### config.mk
export PLATFORM = sky130hd
export DESIGN_NAME = sm83_bus_responder_flat
export DESIGN_NICKNAME = d
export VERILOG_FILES = /design/src/rtl/sm83_bus_responder_if.sv /design/src/rtl/sm83_bus_responder.sv /design/src/flat_wrapper.sv
export SDC_FILE = /design/constraint.sdc
export NUM_CORES = 1
export LEC_CHECK = 0
export ABC_CLOCK_PERIOD_IN_PS = 4019
export BUFFER_PORTS_ARGS = -buffer_cell sky130_fd_sc_hd__buf_2
export CAP_MARGIN = 0
export CORE_UTILIZATION = 55
export CTS_CLUSTER_DIAMETER = 200
export DETAILED_ROUTE_END_ITERATION = 6
export PLACE_DENSITY = 0.81
export REMOVE_ABC_BUFFERS = 1
export SLEW_MARGIN = 30
export SYNTH_ARGS = -nofsm -noshare
export SYNTH_HDL_FRONTEND = slang
export SYNTH_SLANG_ARGS = --single-unit
### constraint.sdc
create_clock -name clk -period 4.02 [get_ports clk]
set_input_delay 0.603 -clock clk [delete_from_list [all_inputs] [get_ports clk]]
set_output_delay 0.603 -clock clk [all_outputs]
set_load 0.01 [all_outputs]
### src/rtl/sm83_bus_responder_if.sv
// SM83 external bus as seen by the target-side responder.
// master = CPU side, slave = responder side.
interface sm83_bus_responder_if;
  logic        mem_cs;
  logic        mem_oe;
  logic        mem_we;
  logic [15:0] addr_bus_ext;
  logic [7:0]  data_bus_wr;
  logic [7:0]  data_bus_rd;
  logic        rd_valid;
  logic        busy;

  modport master (
    output mem_cs, mem_oe, mem_we, addr_bus_ext, data_bus_wr,
    input  data_bus_rd, rd_valid, busy
  );

  modport slave (
    input  mem_cs, mem_oe, mem_we, addr_bus_ext, data_bus_wr,
    output data_bus_rd, rd_valid, busy
  );
endinterface

### src/rtl/sm83_bus_responder.sv
// Decodes SM83 bus cycles onto boot ROM / WRAM / HRAM / boot-disable; read data returns 2 edges after sampling.
// No queueing: requests seen while busy are dropped, next request can be sampled 3 edges after the previous one.
module sm83_bus_responder #(
  parameter int          BOOT_AW  = 8,
  parameter int          WRAM_AW  = 13,
  parameter logic [7:0]  OPEN_BUS = 8'hFF
) (
  input  logic               clk,
  input  logic               rst,
  sm83_bus_responder_if.slave bus,
  output logic               rom_en,
  output logic [BOOT_AW-1:0] rom_addr,
  input  logic [7:0]         rom_dout,
  output logic               wram_en,
  output logic               wram_we,
  output logic [WRAM_AW-1:0] wram_addr,
  output logic [7:0]         wram_din,
  input  logic [7:0]         wram_dout
);

  typedef enum logic [1:0] {IDLE, ACCESS, RESP} state_t;
  typedef enum logic [2:0] {REG_NONE, REG_ROM, REG_WRAM, REG_HRAM, REG_BOOT} region_t;

  state_t      state, state_nxt;
  region_t     region_d, region_q;
  logic        req;
  logic [12:0] addr_q;
  logic [7:0]  wdat_q;
  logic        wr_q;
  logic        boot_off;
  logic [7:0]  rd_dat_q;
  logic        rd_vld_q;
  logic [7:0]  rd_mux;
  logic [6:0]  hram_idx;
  logic        access;
  logic [7:0]  hram [0:126];

  assign req = bus.mem_cs && (bus.mem_oe || bus.mem_we);

  always_comb begin
    region_d = REG_NONE;
    if (bus.addr_bus_ext[15:8] == 8'h00)
      region_d = boot_off ? REG_NONE : REG_ROM;
    else if (bus.addr_bus_ext >= 16'hC000 && bus.addr_bus_ext <= 16'hFDFF)
      region_d = REG_WRAM;   // echo range folds onto the same 13 address bits
    else if (bus.addr_bus_ext >= 16'hFF80 && bus.addr_bus_ext != 16'hFFFF)
      region_d = REG_HRAM;
    else if (bus.addr_bus_ext == 16'hFF50)
      region_d = REG_BOOT;
  end

  always_ff @(posedge clk) begin
    if (rst) state <= IDLE;
    else     state <= state_nxt;
  end

  always_comb begin
    state_nxt = state;
    case (state)
      IDLE:    if (req) state_nxt = ACCESS;
      ACCESS:  state_nxt = RESP;
      RESP:    state_nxt = IDLE;
      default: state_nxt = IDLE;
    endcase
  end

  always_ff @(posedge clk) begin
    if (rst) begin
      addr_q   <= '0;
      wdat_q   <= '0;
      wr_q     <= 1'b0;
      region_q <= REG_NONE;
    end else if (state == IDLE && req) begin
      addr_q   <= bus.addr_bus_ext[12:0];
      wdat_q   <= bus.data_bus_wr;
      wr_q     <= bus.mem_we;
      region_q <= region_d;
    end
  end

  assign hram_idx = addr_q[6:0];

  always_comb begin
    rd_mux = OPEN_BUS;
    case (region_q)
      REG_ROM:  rd_mux = rom_dout;
      REG_WRAM: rd_mux = wram_dout;
      REG_HRAM: rd_mux = hram[hram_idx];
      REG_BOOT: rd_mux = {7'h7F, boot_off};
      default:  rd_mux = OPEN_BUS;
    endcase
  end

  always_ff @(posedge clk) begin
    if (rst) begin
      boot_off <= 1'b0;
      rd_dat_q <= OPEN_BUS;
      rd_vld_q <= 1'b0;
    end else begin
      rd_vld_q <= 1'b0;
      // boot_off is sticky: only a nonzero write sets it, nothing but reset clears it
      if (state == ACCESS && wr_q && region_q == REG_BOOT && wdat_q != 8'h00)
        boot_off <= 1'b1;
      if (state == RESP && !wr_q) begin
        rd_dat_q <= rd_mux;
        rd_vld_q <= 1'b1;
      end
    end
  end

  // HRAM keeps its contents across reset; only the write is suppressed
  always_ff @(posedge clk) begin
    if (!rst && state == ACCESS && wr_q && region_q == REG_HRAM)
      hram[hram_idx] <= wdat_q;
  end

  // rst gating keeps a write from landing in the macro on the aborting edge
  assign access    = (state == ACCESS) && !rst;
  assign rom_en    = access && region_q == REG_ROM && !wr_q;
  assign rom_addr  = addr_q[BOOT_AW-1:0];
  assign wram_en   = access && region_q == REG_WRAM;
  assign wram_we   = wram_en && wr_q;
  assign wram_addr = addr_q[WRAM_AW-1:0];
  assign wram_din  = wdat_q;

  assign bus.busy        = (state != IDLE);
  assign bus.data_bus_rd = rd_dat_q;
  assign bus.rd_valid    = rd_vld_q;

endmodule

### src/flat_wrapper.sv
// flat-port wrapper written by rule: the top's interface ports become plain ports
module sm83_bus_responder_flat 
#(
  parameter int          BOOT_AW  = 8,
  parameter int          WRAM_AW  = 13,
  parameter logic [7:0]  OPEN_BUS = 8'hFF
)
  (clk, rst, rom_en, rom_addr, rom_dout, wram_en, wram_we, wram_addr, wram_din, wram_dout, bus_mem_cs, bus_mem_oe, bus_mem_we, bus_addr_bus_ext, bus_data_bus_wr, bus_data_bus_rd, bus_rd_valid, bus_busy);
  sm83_bus_responder_if bus_i ();
  input  logic clk;
  input  logic rst;
  output logic rom_en;
  output logic [BOOT_AW-1:0] rom_addr;
  input  logic [7:0] rom_dout;
  output logic wram_en;
  output logic wram_we;
  output logic [WRAM_AW-1:0] wram_addr;
  output logic [7:0] wram_din;
  input  logic [7:0] wram_dout;
  input wire logic [$bits(bus_i.mem_cs)-1:0] bus_mem_cs;
  input wire logic [$bits(bus_i.mem_oe)-1:0] bus_mem_oe;
  input wire logic [$bits(bus_i.mem_we)-1:0] bus_mem_we;
  input wire logic [$bits(bus_i.addr_bus_ext)-1:0] bus_addr_bus_ext;
  input wire logic [$bits(bus_i.data_bus_wr)-1:0] bus_data_bus_wr;
  output wire logic [$bits(bus_i.data_bus_rd)-1:0] bus_data_bus_rd;
  output wire logic [$bits(bus_i.rd_valid)-1:0] bus_rd_valid;
  output wire logic [$bits(bus_i.busy)-1:0] bus_busy;
  assign bus_i.mem_cs = bus_mem_cs;
  assign bus_i.mem_oe = bus_mem_oe;
  assign bus_i.mem_we = bus_mem_we;
  assign bus_i.addr_bus_ext = bus_addr_bus_ext;
  assign bus_i.data_bus_wr = bus_data_bus_wr;
  assign bus_data_bus_rd = bus_i.data_bus_rd;
  assign bus_rd_valid = bus_i.rd_valid;
  assign bus_busy = bus_i.busy;
  sm83_bus_responder #(.BOOT_AW(BOOT_AW), .WRAM_AW(WRAM_AW), .OPEN_BUS(OPEN_BUS)) u_core (.clk(clk), .rst(rst), .bus(bus_i), .rom_en(rom_en), .rom_addr(rom_addr), .rom_dout(rom_dout), .wram_en(wram_en), .wram_we(wram_we), .wram_addr(wram_addr), .wram_din(wram_din), .wram_dout(wram_dout));
endmodule
==> results of run 1 <==
## flip-flops by register name (all words and copies together), names as in the netlist, named ones only
register / cells
u_core.hram: 1016
u_core.wram_din: 8
u_core.state: 2
u_core.bus.rd_valid: 1
u_core.boot_off: 1
u_core.wram_addr: 13
u_core.wr_q: 1
u_core.bus.data_bus_rd: 8
u_core.region_q: 3
## cells in the mapped netlist, drive strengths merged (5+ instances only)
master | count | area share [%]
o21ai | 21 | 0.25
a211oi | 10 | 0.18
nor2b | 21 | 0.32
nor4 | 7 | 0.11
mux2i | 124 | 3.0
o211ai | 16 | 0.29
inv | 11 | 0.099
edfxtp | 1016 | 73
nor2 | 166 | 1.5
a22oi | 51 | 0.92
nor3 | 8 | 0.11
a31oi | 8 | 0.12
buf | 84 | 1.8
o221ai | 25 | 0.53
nand4 | 11 | 0.17
a21oi | 60 | 0.72
nand3b | 7 | 0.13
a21o | 5 | 0.090
nand3 | 37 | 0.44
clkbuf | 41 | 0.41
and2 | 5 | 0.075
mux4 | 200 | 11
o22ai | 24 | 0.36
nand2 | 99 | 0.89
dfxtp | 44 | 2.1
a2111oi | 5 | 0.12
nand2b | 12 | 0.18
mux2 | 9 | 0.24
## cells by family after synthesis
family          share of synthesized area [%]
mux                                      14.2
buf+inv                                  2.26
flops                                    75.3
simple gates                             4.31
compound gates                           3.89
## layer usage
metal | global-route usage [%] | vias to the layer above | wire [um]
met5 | 0 | - | 140
met3 | 8.23 | 294 | 13700
met4 | 10.0 | 8 | 4140
met1 | 36.2 | 11500 | 36600
met2 | 42.5 | 1706 | 49200
li1 | - | 9127 | -
## worst min path at each step
stage	from	to	slack (ns)	cells after the start
after floorplan	u_core.state[1]	u_core.state[1]	0.44	1
after global placement	u_core.wram_addr[12]	u_core.wram_addr[12]	0.44	2
after detailed placement	u_core.wram_addr[8]	u_core.wram_addr[8]	0.45	2
after CTS	bus_data_bus_wr[4]	u_core.wram_din[4]	0.15	3
after global routing	bus_data_bus_wr[4]	u_core.wram_din[4]	0.15	3
final	bus_data_bus_wr[4]	u_core.wram_din[4]	0.17	3
## power breakdown
part	internal, mW	switching [mW]
combinational	0.389	0.656
sequential	12.1	0.168
clock	5.28	4.08
total	17.8	4.90
## final cells by class
class,count,area [sq um],share of cell area (%)
Timing Repair Buffer,164,1140,2.46
Antenna cell,1,2.50,0.00539
Inverter,11,41.3,0.0890
Clock inverter,55,528,1.14
Sequential cell,1060,31400,67.7
Clock buffer,131,2700,5.83
Tap cell,969,1210,2.61
Multi-Input combinational cell,966,9340,20.1
## critical path, cell delays in order (launching register included)
cell	delay (ns)
dfxtp_1	0.47
nor2_1	0.23
and3_1	0.31
nand3_1	0.14
inv_1	0.18
nand3_1	0.75
buf_4	0.48
nor2_1	0.72
==> results.md, run 1 <==
- Final core utilization: 62.1%
- Worst-Margin Slew: 1.02 ns
- Total power: 22.7 mW
- Tmin final: 3.68 ns
- Non-Filler Instances: 3357
- Final ANT Viol Nets: 0
- Total grt overflow: 0
- Design area: 46400 sq um
- Max-slew violations: 0
- Die H: 277 um
- Sum of negative setup slack: 0 ns
- Die area: 76900 sq um
- Post-CTS setup buffer count: 0
- Cells on worst reg2reg path: 7
- R2r setup slk: 0.34 ns
- Hold crit path type: in -> reg
- Yosys Warn Count: 0
- Global-route wire length before repair: 152000 um
- Max Freq: 271 MHz
- Detailed Place HPWL: 62800 um
- Area post-placement: 43200 sq um
- Power Density: 489 nW/um^2
- IO Count: 87
- CTS tree: built
- Core ar.: 74700 sq um
- Number of enable flip-flop cells after synthesis: 1016
- Clock-pin slew on the worst setup and hold paths: 0.06 ns
- Area delta synth->final: 11.4%
- Largest net degree at the start of global routing: 84
- Vias: 22700
- Critical Path RT: 4.31 ns
- CTS Buffer Depth: 3
- Critical path launch point: u_core.region_q[2]
- Final Hold Fails: 0
- I/O Buffers: 86
- Hold WS: 0.172 ns
- CP Capture Type: flip-flop
- Asr flop ratio synth: 0%
- Wire per inst: 30.9 um
- Ys flop type: edfxtp_1
- Setup Viol. Count Final: 0
- RSZ-0062 raised after global routing: false
- Worst Path Max Fanout: 10
- FF-to-FF Start: u_core.region_q[2]
- Setup CP Type: reg -> reg
- PnR worst setup slack: 0.337 ns
- Fin crit share: 91.6%
- Total GRT Usage: 27.2%
- Initial Util: 55.8%
- Worst EP arrival: 3.97 ns
- Number of antenna violations at the first check in global routing: 5
- Max transition margin: 31.7%
- Placed Instances: 3170
- Cell Area, Synth: 41700 sq um
- GPL Wtd Cong: 0.938
- Post-Route WL: 104000 um
- Clk_lat worst skew: 0.68 ns
- # DRC: 0
- Number of global-route vias before repair: 22600
- Max Cap Viol: 0
- Synthesized instance count: 2162
- Post-cts resize count: 0
- Share of layout cells above drive strength 1: 21.4%
- Net total in the final layout: 2350
- Hold buffers post-CTS: 0
- Yosys cell types: 63
- Peak VDD IR: 376 uV
- H-tree depth: 3
- Clock skew: 0.0354 ns
- Rows: 100
- Root Buffer: clkbuf_16
- Commonest non-fill, non-tap cell in the layout: edfxtp_1
- Num CTS Buffers: 102
- Chip width: 277 um
- Clock sinks: 1060
- Worst R2R End: u_core.hram[95][2]
- Most frequent cells in the layout: 1016 x edfxtp_1, 182 x mux4_2, 164 x nor2_1
- Filler cells: 4805
- Critical Path Start Type: flip-flop
- P_leak: 13.5 nW
- Outcome: finished, final reports clean
- Seq cells post-synth: 1060
- Synth Area per Inst: 19.3 sq um
- Post-synthesis sequential area ratio: 75.3%
- Worst slack, placed: 0.325 ns
- Crit path to: u_core.hram[95][2]
- First-pass iteration count of the detailed router: 6
- DRT iter0 DRCs: 3225
- Vias/cell: 6.75
Power figures use the tool's default switching activity.
==> inputs of run 2 (changes only) <==
Settings changed: CORE_ASPECT_RATIO from default to 0.5, RECOVER_POWER from default to 25.
==> run 2 against run 1 <==
- the flow now finishes with violations (capacitance limit, slew limit)
- combinational power hardly changed
- critical path depth is 5 lower
- via count hardly changed
- cell count is 1.5% higher
- register-to-register slack hardly changed
- clock power is 1% lower
- highest routed layer is now met4
==> results.md, run 2 (synthesis results as in run 1) <==
- Cells on worst reg2reg path: 2 (-5)
- Rows: 70 (-30%)
- R2r setup slk: 0.33 ns (about the same)
- # DRC: 0 (unchanged)
- Failing checks: capacitance limit, slew limit
- Most frequent cells in the layout: 1016 x edfxtp_1, 182 x mux4_2, 165 x nor2_1
- Crit-path slowest cell: clkbuf_2
- Worst R2R End: u_core.hram[2][0]
- Tmin final: 3.69 ns (+0.00470 ns)
- RSZ-0062 raised after global routing: false
- Hold WS: 0.182 ns (+0.0102 ns)
- CTS Buffer Depth: 3 (unchanged)
- Hold crit path type: in -> reg
- Root Buffer: clkbuf_16
- Worst Path Max Fanout: 59 (+49)
- Chip width: 391 um (+41%)
- Post-cts resize count: 0 (unchanged)
- Hold buffers post-CTS: 0 (unchanged)
- Wire per inst: 30.3 um (-2.0%)
- Final core utilization: 62.9% (+0.81 points)
- Max incr delay on CP: 1.20 ns (+0.45 ns)
- Filler cells: 4684 (-2.5%)
- First-pass iteration count of the detailed router: 6 (unchanged)
- Largest net degree at the start of global routing: 88 (+4.8%)
- Number of antenna violations at the first check in global routing: 1 (-4)
- Max Cap Viol: 2 (+2)
- Commonest non-fill, non-tap cell in the layout: edfxtp_1
- Num CTS Buffers: 87 (-15%)
- I/O Buffers: 86 (unchanged)
- Crit-path cells: clkbuf_2, clkbuf_2
- Outcome: finished, violations left
- Max Freq: 271 MHz (-0.13%)
- Worst-Margin Slew: 1.70 ns (+0.678 ns)
- Sum of negative setup slack: 0 ns (unchanged)
- H-tree depth: 3 (unchanged)
- Clock sinks: 1060 (unchanged)
- Number of global-route vias before repair: 22300 (-1.5%)
- Worst EP arrival: 3.99 ns (+0.02 ns)
- Hold Crit Depth: 3 (unchanged)
- Clock-pin slew on the worst setup and hold paths: 0.07 ns (about the same)
- Max reg flops: 1016 (unchanged)
- Critical Path Start Type: flip-flop
- Core ar.: 74000 sq um (-0.92%)
- Die H: 197 um (-29%)
- Setup CP Type: reg -> reg
- Hold endpoint: u_core.wram_din[7]
- Seq pwr share: 54.3% (about the same)
- Vias: 22700 (-0.022%)
- Global-route wire length before repair: 149000 um (-2.1%)
- Total GRT Usage: 26.9% (-0.28 points)
- Final Hold Fails: 0 (unchanged)
- Fin crit share: 91.7% (+0.12 points)
- Switching power share of the total: 20.9% (-0.73 points)
- FF-to-FF Start: u_core.wram_din[0]
- Net total in the final layout: 2373 (+0.98%)
- P_leak: 13.7 nW (+0.99%)
- Post-CTS setup buffer count: 0 (unchanged)
- NetSw: 4.71 mW (-3.8%)
- IO Count: 87 (unchanged)
- Vias/cell: 6.65 (-1.5%)
- Worst min-delay path startpoint: bus_data_bus_wr[7]
- Buf/Inv on CP: 2 (unchanged)
- Final ANT Viol Nets: 0 (unchanged)
- Internal: 17.9 mW (+0.52%)
- Detailed Place HPWL: 62200 um (-0.94%)
- Total grt overflow: 0 (unchanged)
- Max-slew violations: 76 (+76)
- Post-Route WL: 103000 um (-0.59%)
- Total power: 22.6 mW (-0.42%)
- DRT iter0 DRCs: 3689 (+14%)
- Die area: 76900 sq um (about the same)
- Clock Power Share: 41.0% (-0.2 points)
- Clk_lat worst skew: 0.65 ns (-0.03 ns)
- CTS tree: built
- Setup Viol. Count Final: 0 (unchanged)
- Power Density: 485 nW/um^2 (-0.79%)
- Combinational share of power: 4.7% (about the same)
- CP Capture Type: flip-flop
- Area delta synth->final: 11.8%
- Peak VDD IR: 339 uV (-9.9%)
- Initial Util: 56.3% (+0.52 points)
- Share of layout cells above drive strength 1: 22.6% (+1.2 points)
- Antenna diode count: 0 (-1)
- GPL Wtd Cong: 0.943 (+0.55%)
- Cell mode on critical path: clkbuf_2
- Critical Path RT: 4.32 ns (about the same)
- Max transition margin: -13.3% (-45 points)
- Crit path max-delay family: buffers and inverters
- Clock skew: 0.0240 ns (-0.0114 ns)
- Most flop-heavy register: u_core.hram
## run 2: worst min-delay path: stages
cell	delay (ns)
buf_2	0.10
nand2_1	0.05
a21oi_1	0.05
## run 2: worst max-delay path by stage
stage                       startpoint  slack (ns)                         to  depth (start not counted)
floorplan                    flip-flop       -6.45  u_core.bus.data_bus_rd[6]                          6
global placement                   rst        0.71          u_core.hram[6][7]                          8
detailed placement                 rst        0.60         u_core.hram[22][7]                          8
CTS                 u_core.region_q[1]        0.64         u_core.hram[22][1]                          6
global route        u_core.wram_din[0]        0.25          u_core.hram[2][0]                          2
finish              u_core.wram_din[0]        0.33          u_core.hram[2][0]                          2
## run 2: through the flow
stage,std cells,setup slack [ns],instance area (sq um)
6_report,3406,0.332,46600
5_1_grt,3406,0.252,46600
4_1_cts,3403,0.638,46600
3_5_place_dp,3244,0.601,43500
3_3_place_gp,3244,0.713,43500
2_1_floorplan,2037,-6.45,40800
## run 2: layer usage
layer	GRT usage (%)	wire length, um	up-vias
li1	-	-	9137
met5	0	0	-
met4	10.5	4610	0
met1	36.5	36600	11500
met2	42.1	48800	1803
met3	7.14	13100	251
## run 2: power groups by stage
stage | logic [mW] | clock network [mW] | registers [mW]
after floorplan | 0.651 | 0 | 12.6
final | 1.06 | 9.27 | 12.3
after global routing | 1.10 | 9.69 | 12.3
after detailed placement | 0.994 | 0 | 12.5
after global placement | 0.972 | 0 | 12.5
after CTS | 1.01 | 9.27 | 12.3
## run 2: cell type report
cell class | count | area [sq um] | area share [%]
clock buffer | 104 | 2320 | 4.99
clock inverter | 55 | 777 | 1.67
inverter | 11 | 41.3 | 0.0886
multi-input combinational | 966 | 9340 | 20.0
sequential | 1060 | 31400 | 67.4
tap | 1008 | 1260 | 2.71
timing repair buffer | 202 | 1420 | 3.05
